==> src/rtl/tp_pkg.sv <==
// tp_pkg: opcode, ALU unit-select and execute-state definitions shared across the tiny processor
package tp_pkg;
  typedef enum logic [3:0] {
    OP_ADD, OP_SUB, OP_AND, OP_NAND, OP_SHL, OP_SHR, OP_LD, OP_OR,
    OP_XOR, OP_ST, OP_LDI, OP_BNEZ, OP_NOP0, OP_NOP1, OP_NOP2, OP_HALT
  } opcode_t;
  localparam logic [2:0] UNIT_ADD      = 3'b000;
  localparam logic [2:0] UNIT_AND      = 3'b001;
  localparam logic [2:0] UNIT_SHIFT    = 3'b010;
  localparam logic [2:0] UNIT_PASS_SRC = 3'b011;
  localparam logic [2:0] UNIT_OR       = 3'b100;
  localparam logic [2:0] UNIT_XOR      = 3'b101;
  localparam logic [2:0] UNIT_PASS_ACC = 3'b111;
  typedef enum logic [1:0] {IDLE, EXEC, HALT} state_t;
  function automatic logic [2:0] unit_of(opcode_t o);
    case (o)
      OP_ADD, OP_SUB:  return UNIT_ADD;
      OP_AND, OP_NAND: return UNIT_AND;
      OP_SHL, OP_SHR:  return UNIT_SHIFT;
      OP_LD, OP_LDI:   return UNIT_PASS_SRC;
      OP_OR:           return UNIT_OR;
      OP_XOR:          return UNIT_XOR;
      default:         return UNIT_PASS_ACC;
    endcase
  endfunction
endpackage

==> src/rtl/reg_file_8x8.sv <==
// reg_file_8x8: eight 8-bit registers, combinational read, synchronous write and reset
module reg_file_8x8 (
  input  logic       clk_in,
  input  logic       rst_in,
  input  logic       we,
  input  logic [2:0] addr,
  input  logic [7:0] wdata,
  output logic [7:0] rdata
);
  logic [7:0] regs [8];
  assign rdata = regs[addr];
  // clear everything on reset, otherwise write the addressed register
  always_ff @(posedge clk_in) begin
    for (int i = 0; i < 8; i++)
      regs[i] <= rst_in ? 8'h00 : (we && addr == 3'(i)) ? wdata : regs[i];
  end
endmodule

==> src/rtl/exec_unit.sv <==
// exec_unit: execute stage owning acc, register file and pc; drives the ALU and commits its result
module exec_unit
  import tp_pkg::*;
(
  input  logic       clk_in,
  input  logic       rst_in,
  input  logic [7:0] instr_in,
  input  logic       instr_valid_in,
  output logic       instr_ready_out,
  output logic [7:0] pc_out,
  output logic [2:0] alu_unit_sel_out,
  output logic       alu_op_sel_out,
  output logic [7:0] alu_acc_out,
  output logic [7:0] alu_src_out,
  input  logic [7:0] alu_res_in,
  output logic [7:0] acc_out,
  output logic       retire_out,
  output logic       halted_out
);
  state_t     state;
  logic [7:0] instr_q, pc, acc, rd_data;
  opcode_t    opc;
  logic [3:0] imm;
  logic       exec, reg_op, writes_acc, taken;
  assign opc        = opcode_t'(instr_q[7:4]);
  assign imm        = instr_q[3:0];
  assign exec       = state == EXEC;
  assign reg_op     = opc <= OP_XOR;
  assign writes_acc = reg_op || opc == OP_LDI;
  assign taken      = opc == OP_BNEZ && alu_res_in != 8'h00;
  reg_file_8x8 u_rf (
    .clk_in (clk_in),
    .rst_in (rst_in),
    .we     (exec && opc == OP_ST),
    .addr   (instr_q[2:0]),
    .wdata  (alu_res_in),
    .rdata  (rd_data)
  );
  // ALU drives decode only in EXEC; otherwise the ALU just passes acc
  always_comb begin
    alu_unit_sel_out = exec ? unit_of(opc) : UNIT_PASS_ACC;
    alu_op_sel_out   = exec && (opc == OP_SUB || opc == OP_NAND || opc == OP_SHR);
    alu_src_out      = !exec ? 8'h00 : reg_op ? rd_data : opc == OP_LDI ? {acc[3:0], imm} : 8'h00;
  end
  assign alu_acc_out     = acc;
  assign acc_out         = acc;
  assign pc_out          = pc;
  assign instr_ready_out = state == IDLE && !rst_in;
  // handshake in IDLE, commit acc/pc and pulse retire at the end of EXEC, HALT is sticky
  always_ff @(posedge clk_in) begin
    if (rst_in) begin
      state      <= IDLE;
      instr_q    <= 8'hC0;
      pc         <= 8'h00;
      acc        <= 8'h00;
      retire_out <= 1'b0;
      halted_out <= 1'b0;
    end else begin
      retire_out <= 1'b0;
      case (state)
        IDLE: if (instr_valid_in) begin
          instr_q <= instr_in;
          state   <= EXEC;
        end
        EXEC: begin
          retire_out <= 1'b1;
          state      <= opc == OP_HALT ? HALT : IDLE;
          halted_out <= opc == OP_HALT;
          acc        <= writes_acc ? alu_res_in : acc;
          pc         <= opc == OP_HALT ? pc : taken ? pc + {{4{imm[3]}}, imm} : pc + 8'h01;
        end
        default: ;
      endcase
    end
  end
endmodule

==> config.mk <==
export PLATFORM = sky130hd
export DESIGN_NAME = exec_unit
export DESIGN_NICKNAME = d
export VERILOG_FILES = /design/src/rtl/tp_pkg.sv /design/src/rtl/reg_file_8x8.sv /design/src/rtl/exec_unit.sv
export SDC_FILE = /design/constraint.sdc
export NUM_CORES = 1
export LEC_CHECK = 0
export ABC_AREA = 1
export CORE_ASPECT_RATIO = 1.1
export CORE_MARGIN = 4
export CORE_UTILIZATION = 49
export CTS_CLUSTER_SIZE = 14
export DETAILED_ROUTE_END_ITERATION = 16
export HOLD_SLACK_MARGIN = 0.08
export PLACE_DENSITY = 0.75
export SKIP_LAST_GASP = 1
export SLEW_MARGIN = 10
export SYNTH_ARGS = -nofsm -noshare
export SYNTH_HDL_FRONTEND = slang
export SYNTH_SLANG_ARGS = --single-unit
==> constraint.sdc <==
create_clock -name clk_in -period 2 [get_ports clk_in]
set_input_delay 0.2 -clock clk_in [delete_from_list [all_inputs] [get_ports clk_in]]
set_output_delay 0.2 -clock clk_in [all_outputs]
set_load 0.05 [all_outputs]
* Word level (Yosys, flattened, before mapping)
Memory sizes are Yosys's and may differ from the RTL's. A register that Yosys moved wholly into a read port is not among the register bits.
Cells that the tools add are included.
W data, S select, Z words.
** Word-level totals
- Memory bits (read-only) :: 48
- Register bits after elaboration :: 28
- Logic and storage cells :: 89
- Memories kept :: 2
- Latch bits :: 0
- RAM bits :: 64
** Operators by class
- Shift-type cells :: 0
- $add $sub $neg :: 2
- Multiply operators :: 0
- Equal/unequal tests :: 24
- Muxes and demuxes :: 29
- Divide/modulo/power cells :: 0
- Reductions and logical operators :: 24
- $lt $le $gt $ge :: 1
- Bitwise gates (word level) :: 1
** Memory list
- u_rf.regs :: depth 8, bits a word 8, rd ports 1, clocked after memory_dff 1, write ports 8, line reg_file_8x8.sv:10 : logic [7:0] regs [8];
- (name not given) :: depth 16, bits a word 3, rd ports 1, clocked after memory_dff 1, write ports 0, line tp_pkg.sv:16 : case (o)
** Operators with widths (number)
- $mux W8 :: 20
- $ne A2 B2 Y1 const B :: 9
- $eq A4 B4 Y1 const B :: 4
- $eq A3 B3 Y1 const B :: 4
- $logic_and A1 B1 Y1 :: 12
- $mux W3 :: 3
- $add A8 B1 Y8 const B :: 1
- $add A8 B8 Y8 :: 1
- $mux W4 :: 2
- $reduce_and A2 Y1 :: 4
- $reduce_bool A8 Y1 :: 1
- $eq A3 B2 Y1 const B :: 2
- $eq A4 B1 Y1 const B :: 1
- $eq A4 B2 Y1 const B :: 1
- $eq A4 B3 Y1 const B :: 1
- $le A4 B4 Y1 const B :: 1
- $mux W2 :: 2
- $pmux W2 S2 :: 1
- $eq A3 B1 Y1 const B :: 1
- $logic_not A3 Y1 :: 1
- $logic_or A1 B1 Y1 :: 3
- $eq A2 B1 Y1 const B :: 1
- $logic_not A2 Y1 :: 1
- $reduce_bool A2 Y1 :: 1
- 3 further kinds :: 3

* Logic depth before layout (Yosys ltp)
Gate-level depths: netlist (run 1).
- Word-level depth :: 5
- Mapped depth :: 17
- Depth with buffers taken out :: 17

* By module
Synthesis (run 1) repeated with hierarchy kept, for this count alone.
** Second synthesis, totals
- Cells, all modules :: 528
- Area, all modules :: 4575.6 µm²
** By module, submodules not included
- reg_file_8x8 :: instances 1, area each 2802.7 µm², cells each 278, sequential area each 1921.8 µm²
- exec_unit :: instances 1, area each 1773.0 µm², cells each 250, sequential area each 620.6 µm²

* Worst setup path after synthesis (run 1)
Ideal clock, no wire load.
- Path kind :: flip-flop to output port
- Start :: register state[0]
- End :: output port alu_op_sel_out
- Stages on the path, launching flop included :: 5
- Required time :: 1800 ps
- Path slack :: -1247 ps
- Buffers on the path :: 0
- Arrival :: 3047 ps
- Cells stage by stage :: dfxtp_1 -> inv_1 -> nor2_1 -> inv_1 -> a2111oi_0
** Between the ends
- Cells in the longest elaborated chain, start to end :: 2
** RTL lines
- start: declaration :: line exec_unit.sv:20 : state_t state;
- start signal: assignment :: line exec_unit.sv:67 : state <= opc == OP_HALT ? HALT : IDLE;
- $eq A2 B1 Y1 :: line exec_unit.sv:27 : assign exec = state == EXEC;
- $logic_and A1 B1 Y1 :: line exec_unit.sv:42 : alu_op_sel_out = exec && (opc == OP_SUB || opc == OP_NAND || opc == OP_SHR);
- end: declaration :: line exec_unit.sv:12 : output logic alu_op_sel_out,
No other way between the ends.

==> results of run 1 <==
-- cell usage after synthesis (3+ instances only) --
cell type | instances | share of area
a21oi_1 | 30 | 0.034
buf_4 | 10 | 0.017
clkbuf_1 | 12 | 0.010
dfxtp_1 | 34 | 0.16
edfxtp_1 | 64 | 0.44
ha_1 | 3 | 0.0086
inv_1 | 35 | 0.030
inv_2 | 4 | 0.0034
mux2i_1 | 14 | 0.032
nand2_1 | 36 | 0.031
nand2_2 | 6 | 0.0086
nand3_1 | 10 | 0.011
nand4_1 | 3 | 0.0043
nor2_1 | 54 | 0.046
nor3_2 | 3 | 0.0069
o211ai_1 | 3 | 0.0052
o21ai_0 | 39 | 0.045
o21ai_1 | 4 | 0.0046
o221ai_1 | 14 | 0.028
o41ai_1 | 9 | 0.018
or2_2 | 3 | 0.0043
-- how the worst max path moves through the flow --
stage | end | cells after the start
2_1_floorplan | u_rf.regs[0][0]$_DFFE_PP_ | 4
3_3_place_gp | pc_out[6]$_SDFFE_PP0P_ | 14
3_5_place_dp | pc_out[6]$_SDFFE_PP0P_ | 15
4_1_cts | alu_src_out[1] | 9
5_1_grt | alu_src_out[1] | 9
6_report | alu_src_out[2] | 9
-- per-layer routing --
metal | up-vias | global-route usage | wire [um]
met2 | 129 | 0.3745 | 5964
met1 | 1698 | 0.2806 | 4747
met5 | - | 0 | 0
li1 | 1686 | - | -
met3 | 11 | 0.05270 | 614
met4 | 0 | 0.07122 | 127
-- state kept, by name, indices dropped and copies added (netlist names), named ones only --
signal,flops
retire_out,1
state,2
halted_out,1
instr_q,8
acc_out,8
pc_out,8
u_rf.regs,64
-- power breakdown --
| group | internal [mW] | switching, mW | leakage (nW) |
|---|---|---|---|
| registers | 2.30 | 0.0746 | 0.921 |
| clock network | 0.498 | 0.780 | 0.103 |
| logic | 0.342 | 0.517 | 1.35 |
| total | 3.14 | 1.37 | 2.37 |
-- cell type report --
class / count / area (sq um) / share of cell area
Multi-Input combinational cell: 250 / 1619 / 0.2715
Clock buffer: 9 / 123.9 / 0.02077
Sequential cell: 98 / 2618 / 0.4389
Clock inverter: 7 / 76.32 / 0.01280
Tap cell: 111 / 138.9 / 0.02329
Inverter: 41 / 177.7 / 0.02979
Timing Repair Buffer: 122 / 1210 / 0.2029
-- kinds of logic (layout without fill, tap and decap cells) --
logic type	after synthesis	in the layout	synth area share
AO/OA/AOI/OAI	105	105	0.1458
XOR/XNOR	3	3	0.006018
adder cells (fa/ha/maj)	4	4	0.01318
buffers and inverters	66	179	0.06962
flip-flops	98	98	0.5960
multiplexers	14	14	0.03209
AND/OR/NAND/NOR	124	124	0.1373
-- critical path, stage by stage (launching register included) --
cell and delay, ns:
dfxtp_4 0.38, buf_12 0.14, clkinv_8 0.04, buf_8 0.10
buf_6 0.12, nor2_1 0.04, o221ai_1 0.16, nand3_1 0.13
a21oi_2 0.20, buf_6 0.18
-- timing repair --
action / in CTS / in global routing
endpoints found under the setup margin: 11 / 33
pin swaps: 12 / 35
cloned: 1 / 1
setup buffers: 6 / 15
hold endpoints to repair: 0 / 0
gates resized for setup: 23 / 62
-- through the flow --
stage          power [mW]  cells  setup WS (ns)
2_1_floorplan       2.863    414        -0.1640
3_3_place_gp        3.128    600        -0.2997
3_5_place_dp        3.150    600        -0.3662
4_1_cts             4.445    622        -0.1103
5_1_grt             4.684    638        -0.1803
6_report            4.511    638       -0.07284
==> results.ini, run 1 <==
[floorplanning]
dieArea_sq_um=10490
core_area_sq_um=8539
rows=35
start_util=0.5114
die_h_um=107.0
io_pins=58
die_w_um=98.01

[status]
status=finished, violations left
violations=setup timing

[synth]
ys_warn_count=0
ys_types=39
synth_nets=437
yosysSeqAreaShare=0.5960
syn-cell-area_sq_um=4367
ys.flop_type=edfxtp_1
synth_edf_count=64
synth_cells=414
synthArstFlopShare=0
ys_ff_latch=98
syn-mean-instance-area_sq_um=10.55

[sta]
grt_setup_unrepaired=yes
clock_skew_ns=0.01740
setup_violations=8
hold_slack_ns=0.2100
tightest_slew_ns=0.6062
finalCritPeriodShare=1.036
drv_slew=0
fin_crit_ns=2.073
fin_ws_ns=-0.07284
timing.final.hold_violations=0
relSlewSlack=0.5944
max_freq_mhz=482.4
fin_tns_setup_ns=-0.3234

[cells_and_area]
drive_gt1_frac=0.3112
fillers=608
antenna_cells=0
area_growth_pct=36.56
fin_util=0.6983
nets=545
final_cell_mix=edfxtp_1, buf_4, nor2_1, clkdlybuf4s50_1, o21ai_0
final_area_sq_um=5963
final_common_cell=edfxtp_1

[global_route]
grt_overflow=0
grt_antenna_before_repair=0
grt_util_all_layers=0.2215
grt_max_degree=33
grt_pass1_wl_mm=18.12
first_global_vias=3487

[setup_path]
end_kind=output pin
cp.required_ns=1.80
crit_fanout=6
r2r_start=instr_q[6]$_SDFFE_PP1P_
r2r_cells=12
critPathLaunchType=register
reg2reg_to=pc_out[6]$_SDFFE_PP0P_
worst-setup-path-type=register to output pin
cp.arrival_ns=1.87
reg2reg_slack_ns=0.07

[placement]
post_dp_cell_area_sq_um=5293
gp_congestion=0.8609
dp_hpwl_mm=7.656
io_buffers=57

[detailed_routing]
drtAntennaViolNets=0
wl_per_cell_um=17.95
drt_iter0_drc=316
via_per_inst=5.524
drt_wl_total_mm=11.45
first_pass_iters=5
drc=0
dr_total_vias=3524

[worst_hold_path]
hp-class=input port to register
hold_end=acc_out[0]$_SDFFE_PP0P_
worstHoldPathCells=4
min_from=alu_res_in[0]

[cts]
ctsHoldBuffers=0
clk_latency_ns=0.37
clkSinkCount=98
cts_max_level=3
clkTransAtPathRegs_ns=0.11
clockBufferDepth=2
cts_tree=built
cts-root-buf=clkbuf_8
numCtsBuffers=9

[power]
power_leakage_nw=2.371
p_per_area_nw_per_um2=756.5
peakVddDrop_mv=0.4368

[job]
cap_violations=0

Note: power is estimated with default switching activity, not from simulation.
==> inputs of run 2 (changes only) <==
- ABC_AREA: 1 -> unset
==> run 2 against run 1 <==
  * Sequential power about the same
  * Global-route usage down 2.4 points
  * The flow still finishes with violations (setup timing)
  * Critical endpoint is now pc_out[4]$_SDFFE_PP0P_
  * Hold slack better by 0.076 ns
  * Largest cell class unchanged
  * Combinational power down 26%
==> results.ini, run 2 <==
[detailed_routing]
dr_total_vias=2872  ; -19%
wl_per_cell_um=19.60  ; +9.2%
drt_wl_total_mm=9.977  ; -13%
first_pass_iters=4  ; -1
drtAntennaViolNets=0  ; unchanged
drc=0  ; unchanged
via_per_inst=5.642  ; +2.2%
drt_iter0_drc=153  ; -52%

[cts]
clkSinkCount=98  ; unchanged
cts_tree=built
clockBufferDepth=2  ; unchanged
ctsHoldBuffers=0  ; unchanged
numCtsBuffers=9  ; unchanged
cts_max_level=3  ; unchanged
clkTransAtPathRegs_ns=0.09  ; -0.02 ns
cts-root-buf=clkbuf_8
clk_latency_ns=0.37  ; about the same

[sta]
clock_skew_ns=0.01304  ; -0.004367 ns
finalCritPeriodShare=1.234  ; +0.1971
tightest_slew_ns=0.5850  ; -0.02117 ns
timing.final.hold_violations=0  ; unchanged
max_freq_mhz=405.3  ; -16%
relSlewSlack=0.6092  ; +0.01480
drv_slew=0  ; unchanged
fin_ws_ns=-0.4670  ; -0.3942 ns
hold_slack_ns=0.2855  ; +0.07551 ns
grt_setup_unrepaired=yes
fin_tns_setup_ns=-4.042  ; -3.718 ns
fin_crit_ns=2.467  ; +0.3942 ns
setup_violations=13  ; +5

[setup_path]
critPathLaunchType=register
path_buf_inv=0  ; -5
max_stage_delay_ns=0.35  ; -0.03 ns
cp.arrival_ns=2.73  ; +0.86 ns
cp_top_family=simple AND/OR/NAND/NOR gates
slowest_stage=fa_2
end_kind=register
r2r_start=instr_q[6]$_SDFFE_PP1P_
cp.required_ns=2.26  ; +0.46 ns
crit_cells=9  ; unchanged
crit_fanout=4  ; -2
worst-setup-path-type=register to register
path_cells=nand4b_4 -> a21oi_4 -> nand2b_1 -> ha_2 -> fa_2 -> a21o_1 -> or3_4 -> a21oi_2 -> mux2_4
startpoint=instr_q[6]$_SDFFE_PP1P_
r2r_cells=9  ; -3

[synth]
synthTopCellsByCount=edfxtp_1, nor2_1, dfxtp_1
synth_edf_count=64  ; unchanged
ys_ff_latch=98  ; unchanged
ys.flop_type=edfxtp_1
yosysSeqAreaShare=0.6091  ; +0.01309
yosysTopAreaCell=edfxtp_1
netlist.area_leader.share=0.4498  ; +0.009666
ys_warn_count=0  ; unchanged
syn-mean-instance-area_sq_um=13.96  ; +32%
syn-cell-area_sq_um=4273  ; -2.1%
synth_most_common_cell=edfxtp_1
synthTopCellsByArea=edfxtp_1, dfxtp_1, mux4_2
synthArstFlopShare=0  ; unchanged
ys_types=50  ; +28%
synth_nets=329  ; -25%
synth_cells=306  ; -26%

[status]
violations=setup timing
status=finished, violations left

[placement]
gp_congestion=0.7855  ; -8.8%
post_dp_cell_area_sq_um=5236  ; -1.1%
io_buffers=57  ; unchanged
dp_hpwl_mm=6.700  ; -12%

[job]
cap_violations=0  ; unchanged

[floorplanning]
rows=35  ; unchanged
die_h_um=105.9  ; -1.0%
io_pins=58  ; unchanged
start_util=0.5056  ; -0.005804
core_area_sq_um=8452  ; -1.0%
die_w_um=97.04  ; -0.99%
dieArea_sq_um=10280  ; -2.0%

[power]
peakVddDrop_mv=0.3436  ; -21%
seq_power_share=0.545  ; +0.019
power_leakage_nw=2.091  ; -12%
pwr-share-comb=0.148  ; -0.042
p_per_area_nw_per_um2=760.2  ; +0.49%
total_power_mw=4.311  ; -4.4%
switching_share=0.2599  ; -0.04417
p_switching_mw=1.120  ; -18%
clockPowerShare=0.307  ; +0.024
power.internal_mw=3.190  ; +1.6%

[cells_and_area]
largest_reg_flops=64  ; unchanged
drive_gt1_frac=0.3929  ; +0.08175
nets=415  ; -24%
area_growth_pct=32.71
fin_util=0.6709  ; -0.02741
top_register=u_rf.regs
final_area_sq_um=5670  ; -4.9%
final_common_cell=edfxtp_1
final_cell_mix=edfxtp_1, buf_4, clkdlybuf4s50_1, nor2_1, dfxtp_1

[global_route]
grt_pass1_wl_mm=15.56  ; -14%
grt_antenna_before_repair=1  ; +1
grt_overflow=0  ; unchanged
grt_max_degree=27  ; -18%
grt_util_all_layers=0.1974  ; -0.02407
first_global_vias=2990  ; -14%

[worst_hold_path]
hp-class=input port to register
worstHoldPathCells=3  ; -1
min_from=alu_res_in[0]

## run 2: per-stage QoR
step | setup slack [ns] | cells
after floorplan | -0.3764 | 306
after global placement | -0.8471 | 486
after detailed placement | -0.8873 | 486
after CTS | -0.4306 | 506
after global routing | -0.6034 | 509
final | -0.4670 | 509
## run 2: logic make-up after synthesis
kind of cell | Yosys count | synth area share
compound gates | 43 | 0.07379
xor+xnor | 2 | 0.004100
fa+ha+maj | 4 | 0.01347
buf+inv | 29 | 0.03865
flops | 98 | 0.6091
mux | 41 | 0.1464
simple gates | 89 | 0.1145
## run 2: final timing paths
kind | endpoint | slack [ns]
worst max-delay path | pc_out[4]$_SDFFE_PP0P_ | -0.47
worst min-delay path | acc_out[0]$_SDFFE_PP0P_ | 0.29
worst max register to register | pc_out[4]$_SDFFE_PP0P_ | -0.47
worst min register to register | halted_out$_SDFFE_PP0P_ | 0.53
## run 2: final cells by class
type | count | area (sq um)
inverter | 4 | 15.01
clock buffer | 9 | 123.9
timing repair buffer | 100 | 965.9
fill | 585 | 2781
tap | 111 | 138.9
sequential | 98 | 2611
clock inverter | 7 | 82.58
multi-input combinational | 179 | 1730
antenna | 1 | 2.502
## run 2: power groups by stage
stage                     combinational, mW  clock (mW)  sequential, mW
final                                 0.637        1.32            2.35
after global routing                  0.681        1.42            2.37
after CTS                             0.620        1.33            2.35
after detailed placement              0.595           0            2.39
after global placement                0.585           0            2.38
after floorplan                       0.355           0            2.40
## run 2: repair_timing
action,4_1_cts,5_1_grt
endpoints found under the setup margin,14,14
setup buffers,3,2
pin swaps,14,8
cloned,1,0
resized for setup,36,17
## run 2: routing by layer
layer	vias to the layer above	share of wire	track usage
li1	1324	-	-
met1	1451	0.42	0.2534
met2	80	0.52	0.3422
met3	17	0.045	0.03675
met4	0	0.016	0.05918
met5	-	0	0
## run 2: worst min-delay path, cell delays in order
cell and delay (ns):
clkdlybuf4s15_2 0.25, mux2i_1 0.09, nor2_1 0.07
==> inputs of run 3 (changes only) <==
- CORE_UTILIZATION: 49 -> 55
- PLACE_DENSITY: 0.75 -> 0.86
- clock period: 2 -> 2.7 ns (I/O delays scaled with it)
==> run 3 against run 2 <==
  * The run now ends clean
  * Critical endpoint unchanged
  * Highest routed layer unchanged
  * Sequential share of layout area grew 3.3 points
  * Register-to-register slack gained 0.59 ns
  * Largest cell class unchanged
  * Critical path depth is the same
==> results.ini, run 3 (synthesis gave the netlist of run 2 again) <==
[placement]
dp.cells=465  ; -4.3%
dp_slack_ns=-0.5823  ; +0.3050 ns
io_buffers=57  ; unchanged
dp_hpwl_mm=6.161  ; -8.0%
gp_congestion=0.8184  ; +4.2%

[detailed_routing]
wl_per_cell_um=18.54  ; -5.4%
drt_wl_total_mm=8.936  ; -10%
via_per_inst=5.809  ; +3.0%
first_pass_iters=5  ; +1
drt_iter0_drc=249  ; +63%
drtAntennaViolNets=0  ; unchanged
dr_total_vias=2800  ; -2.5%
drc=0  ; unchanged

[sta]
fin_crit_ns=2.603
setup_violations=0  ; -13
relSlewSlack=0.5447  ; -0.06448
max_freq_mhz=384.1
finalCritPeriodShare=0.9642
fin_ws_ns=0.09668  ; +0.5637 ns
drv_slew=0  ; unchanged
tightest_slew_ns=0.6767  ; +0.09168 ns
clock_skew_ns=0.008647  ; -0.004390 ns
grt_setup_unrepaired=no
timing.final.hold_violations=0  ; unchanged

[cts]
cts-root-buf=clkbuf_8
clk_latency_ns=0.36  ; about the same
numCtsBuffers=9  ; unchanged
clkTransAtPathRegs_ns=0.09  ; about the same
cts_max_level=3  ; unchanged
cts_tree=built
clockBufferDepth=2  ; unchanged
clkSinkCount=98  ; unchanged
ctsHoldBuffers=0  ; unchanged

[floorplanning]
die_w_um=92.04  ; -5.1%
dieArea_sq_um=9245  ; -10%
die_h_um=100.4  ; -5.2%
core_area_sq_um=7515  ; -11%
start_util=0.5686  ; +0.06305
rows=33  ; -5.7%
io_pins=58  ; unchanged

[global_route]
first_global_vias=2851  ; -4.6%
grt_util_all_layers=0.2066  ; +0.009201
grt_pass1_wl_mm=14.59  ; -6.3%
grt_antenna_before_repair=0  ; -1
grt_max_degree=51  ; +89%
grt_overflow=0  ; unchanged

[cells_and_area]
area_growth_pct=23.51
final_cell_mix=edfxtp_1, clkdlybuf4s50_1, nor2_1, dfxtp_1, buf_4
nets=395  ; -4.8%
fin_cells=482  ; -5.3%
top_register=u_rf.regs
antenna_cells=0  ; -1
final_common_cell=edfxtp_1
largest_reg_flops=64  ; unchanged
drive_gt1_frac=0.2573  ; -0.1357
fillers=510  ; -13%

[setup_path]
slowest_stage=clkdlybuf4s50_1
cp.required_ns=2.95  ; +0.69 ns
max_stage_delay_ns=0.46  ; +0.11 ns
crit_fanout=4  ; unchanged
critPathLaunchType=input port
worst-setup-path-type=input port to register
cp.arrival_ns=2.85  ; +0.12 ns
end_kind=register
path_cells=clkdlybuf4s50_1 -> nor4_4 -> a21oi_4 -> and2_1 -> fa_2 -> a21o_1 -> or3_1 -> a21oi_2 -> mux2_1

[power]
total_power_mw=3.056  ; -29%
peakVddDrop_mv=0.3834  ; +12%
p_per_area_nw_per_um2=579.0  ; -24%
power_leakage_nw=1.969  ; -5.9%

[status]
status=finished clean

[worst_hold_path]
hp-class=input port to register

[job]
cap_violations=0  ; unchanged

==> run 3: final timing paths <==
| kind | slack, ns | startpoint | cells past startpoint | endpoint |
|---|---|---|---|---|
| max | 0.1 | alu_res_in[7] | 9 | pc_out[4]$_SDFFE_PP0P_ |
| min | 0.28 | alu_res_in[0] | 3 | acc_out[0]$_SDFFE_PP0P_ |
| max reg2reg | 0.12 | instr_q[6]$_SDFFE_PP1P_ | 10 | pc_out[4]$_SDFFE_PP0P_ |
| min reg2reg | 0.53 | acc_out[5]$_SDFFE_PP0P_ | 2 | acc_out[5]$_SDFFE_PP0P_ |
==> run 3: repair_timing <==
| item | 4_1_cts | 5_1_grt |
|---|---|---|
| gates cloned | 0 | 0 |
| gates resized for setup | 7 | 14 |
| buffers inserted | 0 | 1 |
| pin swaps | 0 | 5 |
| endpoints found under the setup margin | 4 | 5 |
==> run 3: layout make-up <==
cell class	count	area [sq um]	share of cell area
Clock buffer	10	137.6	0.02608
Clock inverter	6	57.56	0.01091
Inverter	4	15.01	0.002845
Multi-Input combinational cell	179	1573	0.2980
Sequential cell	98	2606	0.4938
Tap cell	105	131.4	0.02489
Timing Repair Buffer	80	757.0	0.1434
==> run 3: power by group <==
group	leakage, nW	internal (mW)	total (mW)	switching, mW
clock	0.101	0.381	0.908	0.527
sequential	0.900	1.70	1.74	0.0388
combinational	0.967	0.181	0.408	0.227
==> run 3: worst max-delay path: cells and delay by family <==
family	cells	cell delay (ns)
AND/OR/NAND/NOR	3	0.95
AO/OA/AOI/OAI	3	0.48
buffers and inverters	1	0.46
adder cells (fa/ha/maj)	1	0.38
multiplexers	1	0.32
==> run 3: routing by layer <==
metal	part of all wire	GRT usage
met2	0.52	0.3562
met3	0.068	0.03148
met4	0.018	0.07771
met5	0	0
met1	0.40	0.2661
==> run 3: metrics by stage <==
step	cell area (sq um)	util	hold WS, ns	setup TNS [ns]
after global routing	5278	0.7023	0.3171	0
after CTS	5219	0.6945	0.4143	0
after global placement	4992	0.6643	0.4679	-2.241
final	5278	0.7023	0.2793	0
after detailed placement	4992	0.6643	0.4964	-2.517
after floorplan	4273	-	0.3876	0
